$ cat src/rtl/briscv_loader_pkg.sv
// Shared types and constants for the briscv program loader.
package briscv_loader_pkg;

  localparam int unsigned LOADER_BYTES_PER_WORD = 4;
  localparam int unsigned LOADER_COUNT_BITS     = 16;

  typedef enum logic [2:0] {
    StIdle,
    StHdr,
    StData,
    StCsum,
    StStart,
    StDone,
    StError
  } loader_state_e;

endpackage

$ cat src/rtl/briscv_program_loader_if.sv
// Byte-stream input and word write port of the program loader.
interface briscv_program_loader_if #(
  parameter int unsigned DATA_WIDTH       = 32,
  parameter int unsigned MEM_ADDRESS_BITS = 10
);
  logic [7:0]                  in_data;
  logic                        in_valid;
  logic                        in_ready;
  logic                        mem_we;
  logic [MEM_ADDRESS_BITS-1:0] mem_addr;
  logic [DATA_WIDTH-1:0]       mem_wdata;

  modport master (
    output in_data, in_valid,
    input  in_ready, mem_we, mem_addr, mem_wdata
  );

  modport slave (
    input  in_data, in_valid,
    output in_ready, mem_we, mem_addr, mem_wdata
  );
endinterface

$ cat src/rtl/briscv_word_packer.sv
// Collects accepted stream bytes into little-endian words; word_valid marks the final byte.
module briscv_word_packer
  import briscv_loader_pkg::*;
#(
  parameter int unsigned DATA_WIDTH = 32
) (
  input  logic                  clock,
  input  logic                  reset,
  input  logic                  clear,
  input  logic                  byte_valid,
  input  logic [7:0]            byte_data,
  output logic                  word_valid,
  output logic [DATA_WIDTH-1:0] word
);
  localparam int unsigned LaneBits = $clog2(LOADER_BYTES_PER_WORD);

  logic [LaneBits-1:0]   lane_q;
  logic [DATA_WIDTH-9:0] shift_q;

  always_ff @(posedge clock or negedge reset) begin
    if (!reset) begin
      lane_q  <= '0;
      shift_q <= '0;
    end else if (clear) begin
      lane_q  <= '0;
    end else if (byte_valid) begin
      // Newest byte enters at the top so the first byte ends up least significant.
      shift_q <= {byte_data, shift_q[DATA_WIDTH-9:8]};
      lane_q  <= lane_q + LaneBits'(1);
    end
  end

  assign word_valid = byte_valid && (lane_q == LaneBits'(LOADER_BYTES_PER_WORD - 1));
  assign word       = {byte_data, shift_q};

endmodule

$ cat src/rtl/briscv_program_loader.sv
// Framed byte-stream program loader: writes image words, verifies checksum, releases the core.
module briscv_program_loader
  import briscv_loader_pkg::*;
#(
  parameter int unsigned             DATA_WIDTH       = 32,
  parameter int unsigned             ADDRESS_BITS     = 32,
  parameter int unsigned             MEM_ADDRESS_BITS = 10,
  parameter logic [ADDRESS_BITS-1:0] START_ADDRESS    = '0
) (
  input  logic                    clock,
  input  logic                    reset,
  input  logic                    load,
  briscv_program_loader_if.slave  bus,
  output logic                    core_hold,
  output logic                    start,
  output logic [ADDRESS_BITS-1:0] program_address,
  output logic                    done,
  output logic                    error
);
  localparam int unsigned MaxWords = 2 ** MEM_ADDRESS_BITS;

  loader_state_e               state_q;
  logic                        in_ready_q, mem_we_q, core_hold_q, start_q, done_q, error_q;
  logic [MEM_ADDRESS_BITS-1:0] mem_addr_q, next_addr_q;
  logic [DATA_WIDTH-1:0]       mem_wdata_q;
  logic [7:0]                  hdr_lo_q, sum_q;
  logic                        hdr_seen_q;
  logic [LOADER_COUNT_BITS-1:0] remaining_q;

  logic                         accept, data_accept, load_ok, word_valid;
  logic [DATA_WIDTH-1:0]        word;
  logic [LOADER_COUNT_BITS-1:0] count;

  assign accept      = bus.in_valid & in_ready_q;
  assign data_accept = accept && (state_q == StData);
  assign load_ok     = load && (state_q inside {StIdle, StDone, StError});
  assign count       = {bus.in_data, hdr_lo_q};

  briscv_word_packer #(
    .DATA_WIDTH(DATA_WIDTH)
  ) u_packer (
    .clock     (clock),
    .reset     (reset),
    .clear     (load_ok),
    .byte_valid(data_accept),
    .byte_data (bus.in_data),
    .word_valid(word_valid),
    .word      (word)
  );

  always_ff @(posedge clock or negedge reset) begin
    if (!reset) begin
      state_q     <= StIdle;
      in_ready_q  <= 1'b0;
      mem_we_q    <= 1'b0;
      mem_addr_q  <= '0;
      mem_wdata_q <= '0;
      core_hold_q <= 1'b0;
      start_q     <= 1'b0;
      done_q      <= 1'b0;
      error_q     <= 1'b0;
      next_addr_q <= '0;
      hdr_lo_q    <= '0;
      hdr_seen_q  <= 1'b0;
      sum_q       <= '0;
      remaining_q <= '0;
    end else begin
      mem_we_q <= 1'b0;
      start_q  <= 1'b0;
      unique case (state_q)
        StIdle, StDone, StError: begin
          if (load) begin
            state_q     <= StHdr;
            in_ready_q  <= 1'b1;
            core_hold_q <= 1'b1;
            done_q      <= 1'b0;
            error_q     <= 1'b0;
            sum_q       <= '0;
            hdr_seen_q  <= 1'b0;
            next_addr_q <= '0;
          end
        end
        StHdr: begin
          if (accept) begin
            if (!hdr_seen_q) begin
              hdr_lo_q   <= bus.in_data;
              hdr_seen_q <= 1'b1;
            end else if (count == '0 || 32'(count) > MaxWords) begin
              state_q    <= StError;
              in_ready_q <= 1'b0;
              error_q    <= 1'b1;
            end else begin
              state_q     <= StData;
              remaining_q <= count;
            end
          end
        end
        StData: begin
          if (accept) sum_q <= sum_q + bus.in_data;
          if (word_valid) begin
            mem_we_q    <= 1'b1;
            mem_addr_q  <= next_addr_q;
            mem_wdata_q <= word;
            // Wraps to 0 after a full-size image; that is the expected end state.
            next_addr_q <= next_addr_q + MEM_ADDRESS_BITS'(1);
            remaining_q <= remaining_q - LOADER_COUNT_BITS'(1);
            if (remaining_q == LOADER_COUNT_BITS'(1)) state_q <= StCsum;
          end
        end
        StCsum: begin
          if (accept) begin
            in_ready_q <= 1'b0;
            if (bus.in_data == sum_q) begin
              state_q     <= StStart;
              start_q     <= 1'b1;
              core_hold_q <= 1'b0;
            end else begin
              state_q <= StError;
              error_q <= 1'b1;
            end
          end
        end
        StStart: begin
          state_q <= StDone;
          done_q  <= 1'b1;
        end
        default: state_q <= StIdle;
      endcase
    end
  end

  assign bus.in_ready     = in_ready_q;
  assign bus.mem_we       = mem_we_q;
  assign bus.mem_addr     = mem_addr_q;
  assign bus.mem_wdata    = mem_wdata_q;
  assign core_hold        = core_hold_q;
  assign start            = start_q;
  assign done             = done_q;
  assign error            = error_q;
  assign program_address  = START_ADDRESS;

endmodule

$ cat src/flat_wrapper.sv
// flat-port wrapper written by rule: the top's interface ports become plain ports
module briscv_program_loader_flat import briscv_loader_pkg::*;
#(
  parameter int unsigned             DATA_WIDTH       = 32,
  parameter int unsigned             ADDRESS_BITS     = 32,
  parameter int unsigned             MEM_ADDRESS_BITS = 10,
  parameter logic [ADDRESS_BITS-1:0] START_ADDRESS    = '0
)
  (clock, reset, load, core_hold, start, program_address, done, error, bus_in_data, bus_in_valid, bus_in_ready, bus_mem_we, bus_mem_addr, bus_mem_wdata);
  briscv_program_loader_if #(.DATA_WIDTH(DATA_WIDTH), .MEM_ADDRESS_BITS(MEM_ADDRESS_BITS)) bus_i ();
  input  logic clock;
  input  logic reset;
  input  logic load;
  output logic core_hold;
  output logic start;
  output logic [ADDRESS_BITS-1:0] program_address;
  output logic done;
  output logic error;
  input wire logic [$bits(bus_i.in_data)-1:0] bus_in_data;
  input wire logic [$bits(bus_i.in_valid)-1:0] bus_in_valid;
  output wire logic [$bits(bus_i.in_ready)-1:0] bus_in_ready;
  output wire logic [$bits(bus_i.mem_we)-1:0] bus_mem_we;
  output wire logic [$bits(bus_i.mem_addr)-1:0] bus_mem_addr;
  output wire logic [$bits(bus_i.mem_wdata)-1:0] bus_mem_wdata;
  assign bus_i.in_data = bus_in_data;
  assign bus_i.in_valid = bus_in_valid;
  assign bus_in_ready = bus_i.in_ready;
  assign bus_mem_we = bus_i.mem_we;
  assign bus_mem_addr = bus_i.mem_addr;
  assign bus_mem_wdata = bus_i.mem_wdata;
  briscv_program_loader #(.DATA_WIDTH(DATA_WIDTH), .ADDRESS_BITS(ADDRESS_BITS), .MEM_ADDRESS_BITS(MEM_ADDRESS_BITS), .START_ADDRESS(START_ADDRESS)) u_core (.clock(clock), .reset(reset), .load(load), .bus(bus_i), .core_hold(core_hold), .start(start), .program_address(program_address), .done(done), .error(error));
endmodule
$ cat config.mk
export PLATFORM = sky130hd
export DESIGN_NAME = briscv_program_loader_flat
export DESIGN_NICKNAME = d
export VERILOG_FILES = /design/src/rtl/briscv_loader_pkg.sv /design/src/rtl/briscv_program_loader_if.sv /design/src/rtl/briscv_word_packer.sv /design/src/rtl/briscv_program_loader.sv /design/src/flat_wrapper.sv
export SDC_FILE = /design/constraint.sdc
export NUM_CORES = 1
export LEC_CHECK = 0
export ABC_CLOCK_PERIOD_IN_PS = 4800
export BUFFER_PORTS_ARGS = -buffer_cell sky130_fd_sc_hd__buf_2
export CORE_MARGIN = 2
export CORE_UTILIZATION = 61
export DETAILED_ROUTE_END_ITERATION = 16
export PLACE_DENSITY = 0.95
export SYNTH_ARGS = -nofsm -noshare
export SYNTH_HDL_FRONTEND = slang
export SYNTH_SLANG_ARGS = --single-unit
$ cat constraint.sdc
create_clock -name clock -period 4.8 [get_ports clock]
set_input_delay 0.72 -clock clock [delete_from_list [all_inputs] [get_ports clock]]
set_output_delay 0.72 -clock clock [all_outputs]
set_load 0.02 [all_outputs]
; ---- Word-level counts from Yosys, hierarchy flattened
; Cells that the tools add are included.
[classes]
eq_ne = 20
n_addsub = 4
magnitude_cmp = 1
reduce_logical = 27
n_mux = 46
n_bitwise = 3
[ops]
columns = op, n
row1 = $mux 16, 4
row2 = $pmux 16 s2, 1
row3 = $mux 3, 7
row4 = $mux 10, 2
row5 = $pmux 10 s2, 1
row6 = $mux 1, 19
row7 = $eq 16x1->1 const B, 1
row8 = $gt 16x11->1 const B, 1
row9 = $logic_not 16->1, 1
row10 = $mux 8, 2
row11 = $pmux 8 s2, 1
row12 = $sub 16x1->16 const B, 1
row13 = $pmux 3 s5, 1
row14 = $ne 2x1->1 const B, 6
row15 = $reduce_and 3->1, 4
row16 = $reduce_and 6->1, 2
row17 = $reduce_bool 2->1, 6
row18 = $add 10x1->10 const B, 1
row19 = $ne 2x2->1 const B, 5
row20 = $eq 3x3->1 const B, 3
row21 = $add 8x8->8, 1
row22 = $eq 8x8->1, 1
row23 = $reduce_and 7->1, 1
row24 = $eq 3x2->1 const B, 2
row25 = other kinds (16), 27
[word_totals]
regBits = 120
inputBits = 12
elab_cells = 117
out_inout_bits = 80

; ---- Depth between registers and ports, before layout
[depth]
word_depth = 6
ltp_mapped = 10
depth_no_buf = 8

; ---- Hierarchy
; Synthesis repeated with hierarchy kept, for this count alone.
[unflattened]
cells_unflattened = 599
area_unflattened_um2 = 6055.8
[modules_own_cells]
columns = module, seq_area_each_um2, cells_each, instances, area_per_inst_um2
row1 = briscv_program_loader, 2352.3, 531, 1, 4888.4
row2 = briscv_word_packer, 650.6, 68, 1, 1167.4

; ---- Worst setup path before layout
; OpenSTA, ideal clock, no wires.
[synth_timing]
kind = input to register
from = input bus_in_data[3]
to = register u_core.remaining_q[9]
n_path_buf = 1
cell_stages = 7
t_arrival_ns = 2.516
path_slack_ns = 2.211
required_ns = 4.727
setup_ns = 0.073
cell_sequence = or4_1 nor2_2 a31oi_1 or4b_4 buf_6 a311o_1 a21oi_2
[synth_between]
elab_chain_len = 4
word_cells_on_any_way = 5
cone_classes = 1 x order compare / 1 x eq/ne / 3 x reduce/logical
[synth_lines]
columns = element, line_no
row1 = from (decl), flat_wrapper.sv:19  ; input wire logic [$bits(bus_i.in_data)-1:0] bus_in_data;
row2 = $gt 16x11->1 / $logic_not 16->1 (equally long branches), briscv_program_loader.sv:88  ; end else if (count == '0 || 32'(count) > MaxWords) begin
row3 = $logic_or 1x1->1 *, briscv_program_loader.sv:88
row4 = $ne 2x2->1 (no source line) *, --
row5 = $reduce_and 5->1 (no source line) *, --
row6 = to (signal assigned), briscv_program_loader.sv:94  ; remaining_q <= count;
row7 = to (signal assigned), briscv_program_loader.sv:106  ; remaining_q <= remaining_q - LOADER_COUNT_BITS'(1);
row8 = to (decl), briscv_program_loader.sv:28  ; logic [LOADER_COUNT_BITS-1:0] remaining_q;
; Every way passes the cells marked *; elsewhere a longest branch is shown, timed or not.
; A chain may end at the register's enable or synchronous reset.

; ---- Worst setup path after layout
[layout_timing]
from = register u_core.state_q[0]
to = register u_core.next_addr_q[7]
[layout_between]
elab_chain_len = 5
word_cells_on_any_way = 12
cone_classes = 5 x eq/ne / 1 x mux / 6 x reduce/logical
[layout_lines]
columns = element, line_no
row1 = from (decl), briscv_program_loader.sv:22  ; loader_state_e state_q;
row2 = from (signal assigned), briscv_program_loader.sv:53  ; state_q <= StIdle;
row3 = from (signal assigned), briscv_program_loader.sv:73  ; state_q <= StHdr;
row4 = from (signal assigned), briscv_program_loader.sv:89  ; state_q <= StError;
row5 = $eq 3x2->1, "briscv_program_loader.sv:35, briscv_program_loader.sv:70"
row6 = $logic_and 1x1->1, briscv_program_loader.sv:35  ; assign data_accept = accept && (state_q == StData);
row7 = $logic_and 1x1->1, briscv_word_packer.sv:33  ; assign word_valid = byte_valid && (lane_q == LaneBits'(LOADER_BYTES_PER_WORD - 1));
row8 = $ne 2x2->1 (no source line), --
row9 = $reduce_and 3->1 (no source line), --
row10 = to (signal assigned), briscv_program_loader.sv:105  ; next_addr_q <= next_addr_q + MEM_ADDRESS_BITS'(1);
row11 = to (decl), briscv_program_loader.sv:24  ; logic [MEM_ADDRESS_BITS-1:0] mem_addr_q, next_addr_q;
; Several ways; a longest one is shown, not always the timed one.

==> impl_metrics.env <==
export IMPL_path_clk_slew_ns=0.06
export IMPL_overflow=0
export IMPL_htree_levels=4
export IMPL_nets=732
export IMPL_cts_path_max_buffers=2
export IMPL_holdWs_ns=0.378
export IMPL_grt_pass1_wl_mm=23.7
export IMPL_antenna_found_initial=0
export IMPL_p_per_area_mw_per_mm2=506
export IMPL_cp_start_kind="flip-flop"
export IMPL_power_static_leakage_nw=3.51
export IMPL_syn_inst=659
export IMPL_synthFlopType="dfrtp_1"
export IMPL_clockRootBuffer="clkbuf_8"
export IMPL_die_x_um=101
export IMPL_core_area_sq_mm=0.00920
export IMPL_p_total_mw=3.35
export IMPL_drtIter0Drc=585
export IMPL_path_max_fanout=24
export IMPL_critPathArrivalTime_ns=3.63
export IMPL_worst_slew_pin_slew_ns=1.09
export IMPL_hold_viol=0
export IMPL_wire_per_inst_um=17.7
export IMPL_status="completed"
export IMPL_drv_slew=0
export IMPL_post_route_util_pct=72.1
export IMPL_drc=0
export IMPL_skew_ns=0.00941
export IMPL_ys_seq_area_share_pct=52.0
export IMPL_layout_drive_gt1_share_pct=15.5
export IMPL_seqPwrFrac_pct=40.3
export IMPL_fin_ws_ns=1.57
export IMPL_place_hpwl_mm=8.96
export IMPL_initial_core_util_pct=62.8
export IMPL_cts_setup_buffers=0
export IMPL_clkLatencyLatePin_ns=0.52
export IMPL_power_switching_mw=1.07
export IMPL_period_needed_ns=3.23
export IMPL_grt_usage_pct=29.9
export IMPL_comb_power_share_pct=18.6
export IMPL_drv_cap=0
export IMPL_grt_pass1_vias=4882
export IMPL_crit_required_ns=5.19
export IMPL_placedCellCount=800
export IMPL_synth_area_leaders="dfrtp_1 52%, nand2_1 14%, buf_4 4.2%"
export IMPL_synthesis_area_sq_mm=0.00577
export IMPL_fmax_mhz=309
export IMPL_avgSynthCellArea_sq_um=8.76
export IMPL_dieHeight_um=101
export IMPL_syn_to_final_growth_pct=14.9
export IMPL_internal_power_mw=2.29
export IMPL_ant_nets=0
export IMPL_relSlewSlack_pct=27.1
export IMPL_ios=92
export IMPL_synth_top_area_share_pct=52.0
export IMPL_sw_frac_of_total_pct=31.8
export IMPL_viasPerCell=6.09
export IMPL_tritoncts="built"
export IMPL_async_flop_share_pct=100
export IMPL_vias=5069
export IMPL_setup_tns_ns=0
export IMPL_yosys_warnings=0
export IMPL_synth_seq_cells=120
export IMPL_hold_path_class="in -> async"
export IMPL_finalSetupViolCount=0
export IMPL_synth_edf_count=0
export IMPL_dieArea_sq_mm=0.0103
export IMPL_io_buffers=59
export IMPL_cts_resized=0
export IMPL_row_count=35
export IMPL_dr_pass1_iters=7
export IMPL_crit_path_end_kind="flip-flop"
export IMPL_fin_cells=832
export IMPL_finalCritPeriodShare_pct=67.3
export IMPL_final_area_sq_mm=0.00663
export IMPL_gp_congestion=0.896
export IMPL_numCtsBuffers=17
export IMPL_p_clk_share_pct=41.1
export IMPL_pre_cts_ws_ns=1.90
export IMPL_yosys_area_top_type="dfrtp_1"
export IMPL_grt_max_degree=86
export IMPL_crit_type="reg -> reg"
export IMPL_postPlaceCellArea_sq_mm=0.00599
export IMPL_ir_drop_v=0.000296
export IMPL_yosysUniqueCellTypes=52
export IMPL_rsz0062_at_grt="false"
export IMPL_drt_wl_total_mm=14.7
export IMPL_cts_sinks=120
export IMPL_cts_hold_buf=0
export IMPL_diodes=0
==> cell type report <==
cell class	instances	area (sq um)
Inverter	9	33.8
Sequential cell	120	3000
Fill cell	614	2560
Timing Repair Buffer	63	328
Multi-Input combinational cell	497	2490
Clock inverter	14	219
Clock buffer	18	418
Tap cell	111	139
==> critical path, stage by stage, from the launching register on <==
cell and delay (ns):
dfrtp_1 0.53, nor2_1 0.22, and2_1 0.60, nand3_2 0.18, inv_1 0.59, a21oi_1 0.26, nor4_1 0.45, xnor2_1 0.19
nor2_1 0.07
==> registers in the layout (all words and copies together) (netlist names) <==
name,count
u_core.core_hold,1
u_core.done,1
u_core.start,1
u_core.remaining_q,16
u_core.next_addr_q,10
u_core.u_packer.shift_q,24
u_core.sum_q,8
u_core.error,1
u_core.bus.mem_wdata,32
u_core.bus.in_ready,1
u_core.hdr_lo_q,8
u_core.u_packer.lane_q,2
u_core.state_q,3
u_core.hdr_seen_q,1
u_core.bus.mem_addr,10
u_core.bus.mem_we,1
==> final timing paths <==
check,slack (ns),endpoint,startpoint,cells past startpoint
min in group clock,0.47,u_core.bus.mem_wdata[9],u_core.bus.mem_wdata[9],2
setup reg to reg,1.57,u_core.next_addr_q[7],u_core.state_q[0],8
hold reg to reg,0.47,u_core.bus.mem_wdata[9],u_core.bus.mem_wdata[9],2
setup / recovery,1.57,u_core.next_addr_q[7],u_core.state_q[0],8
max in group asynchronous,3.30,u_core.bus.mem_wdata[27],reset,2
hold / removal,0.38,u_core.sum_q[3],reset,1
==> power by group through the flow <==
| stage | Sequential (mW) | Clock, mW | Combinational, mW |
|---|---|---|---|
| floorplan | 1.29 | 0 | 0.483 |
| global placement | 1.34 | 0 | 0.558 |
| detailed placement | 1.35 | 0 | 0.589 |
| CTS | 1.34 | 1.37 | 0.612 |
| global route | 1.37 | 1.42 | 0.682 |
| finish | 1.35 | 1.38 | 0.624 |
==> logic make-up (layout without fill, tap and decap cells) <==
family                   after synthesis  in the layout  share of synthesized area, %
XOR/XNOR                              12             12                          1.82
flip-flops                           120            120                          52.0
AO/OA/AOI/OAI                         95             95                          10.1
buffers and inverters                 73            104                          6.96
AND/OR/NAND/NOR                      337            337                          24.6
multiplexers                           8              8                          1.54
other                                  1             32                        0.0650
adder cells (fa/ha/maj)               13             13                          2.90
==> synthesized netlist by cell type, types with 3 or more instances <==
library cell  count
or3_1             5
nor4_1           11
dfrtp_1         120
nand2b_1          3
buf_4            32
nand2_1         222
nor3_1            8
nand4_1           5
a211oi_1          3
xor2_1            6
clkbuf_1         30
a21o_1            5
a21oi_1          23
ha_1             11
mux2_2            7
and2_1            3
o22a_1            5
o21ai_0          35
xnor2_1           6
nor2_1           47
a31oi_1           6
nand3_1          21
inv_1             9
==> per-layer routing <==
layer	vias up	GRT usage (%)	routed length, um
li1	2228	-	-
met1	2467	37.6	5720
met2	301	48.7	7200
met3	73	7.04	1120
met4	0	15.1	647
met5	-	0	0
==> cell usage in the layout, fill, tap and decap left out, types with 7 or more instances in the layout <==
master     synthesis  final
nand2_1          222    222
dfrtp_1          120    120
buf_2              0     58
nor2_1            47     46
o21ai_0           35     35
conb_1             1     32
a21oi_1           23     23
nand3_1           21     20
clkbuf_16          0     16
nor4_1            11     11
ha_1              11     11
inv_1              9      9
nor3_1             8      8
mux2_2             7      7
Power figures use the tool's default switching activity.
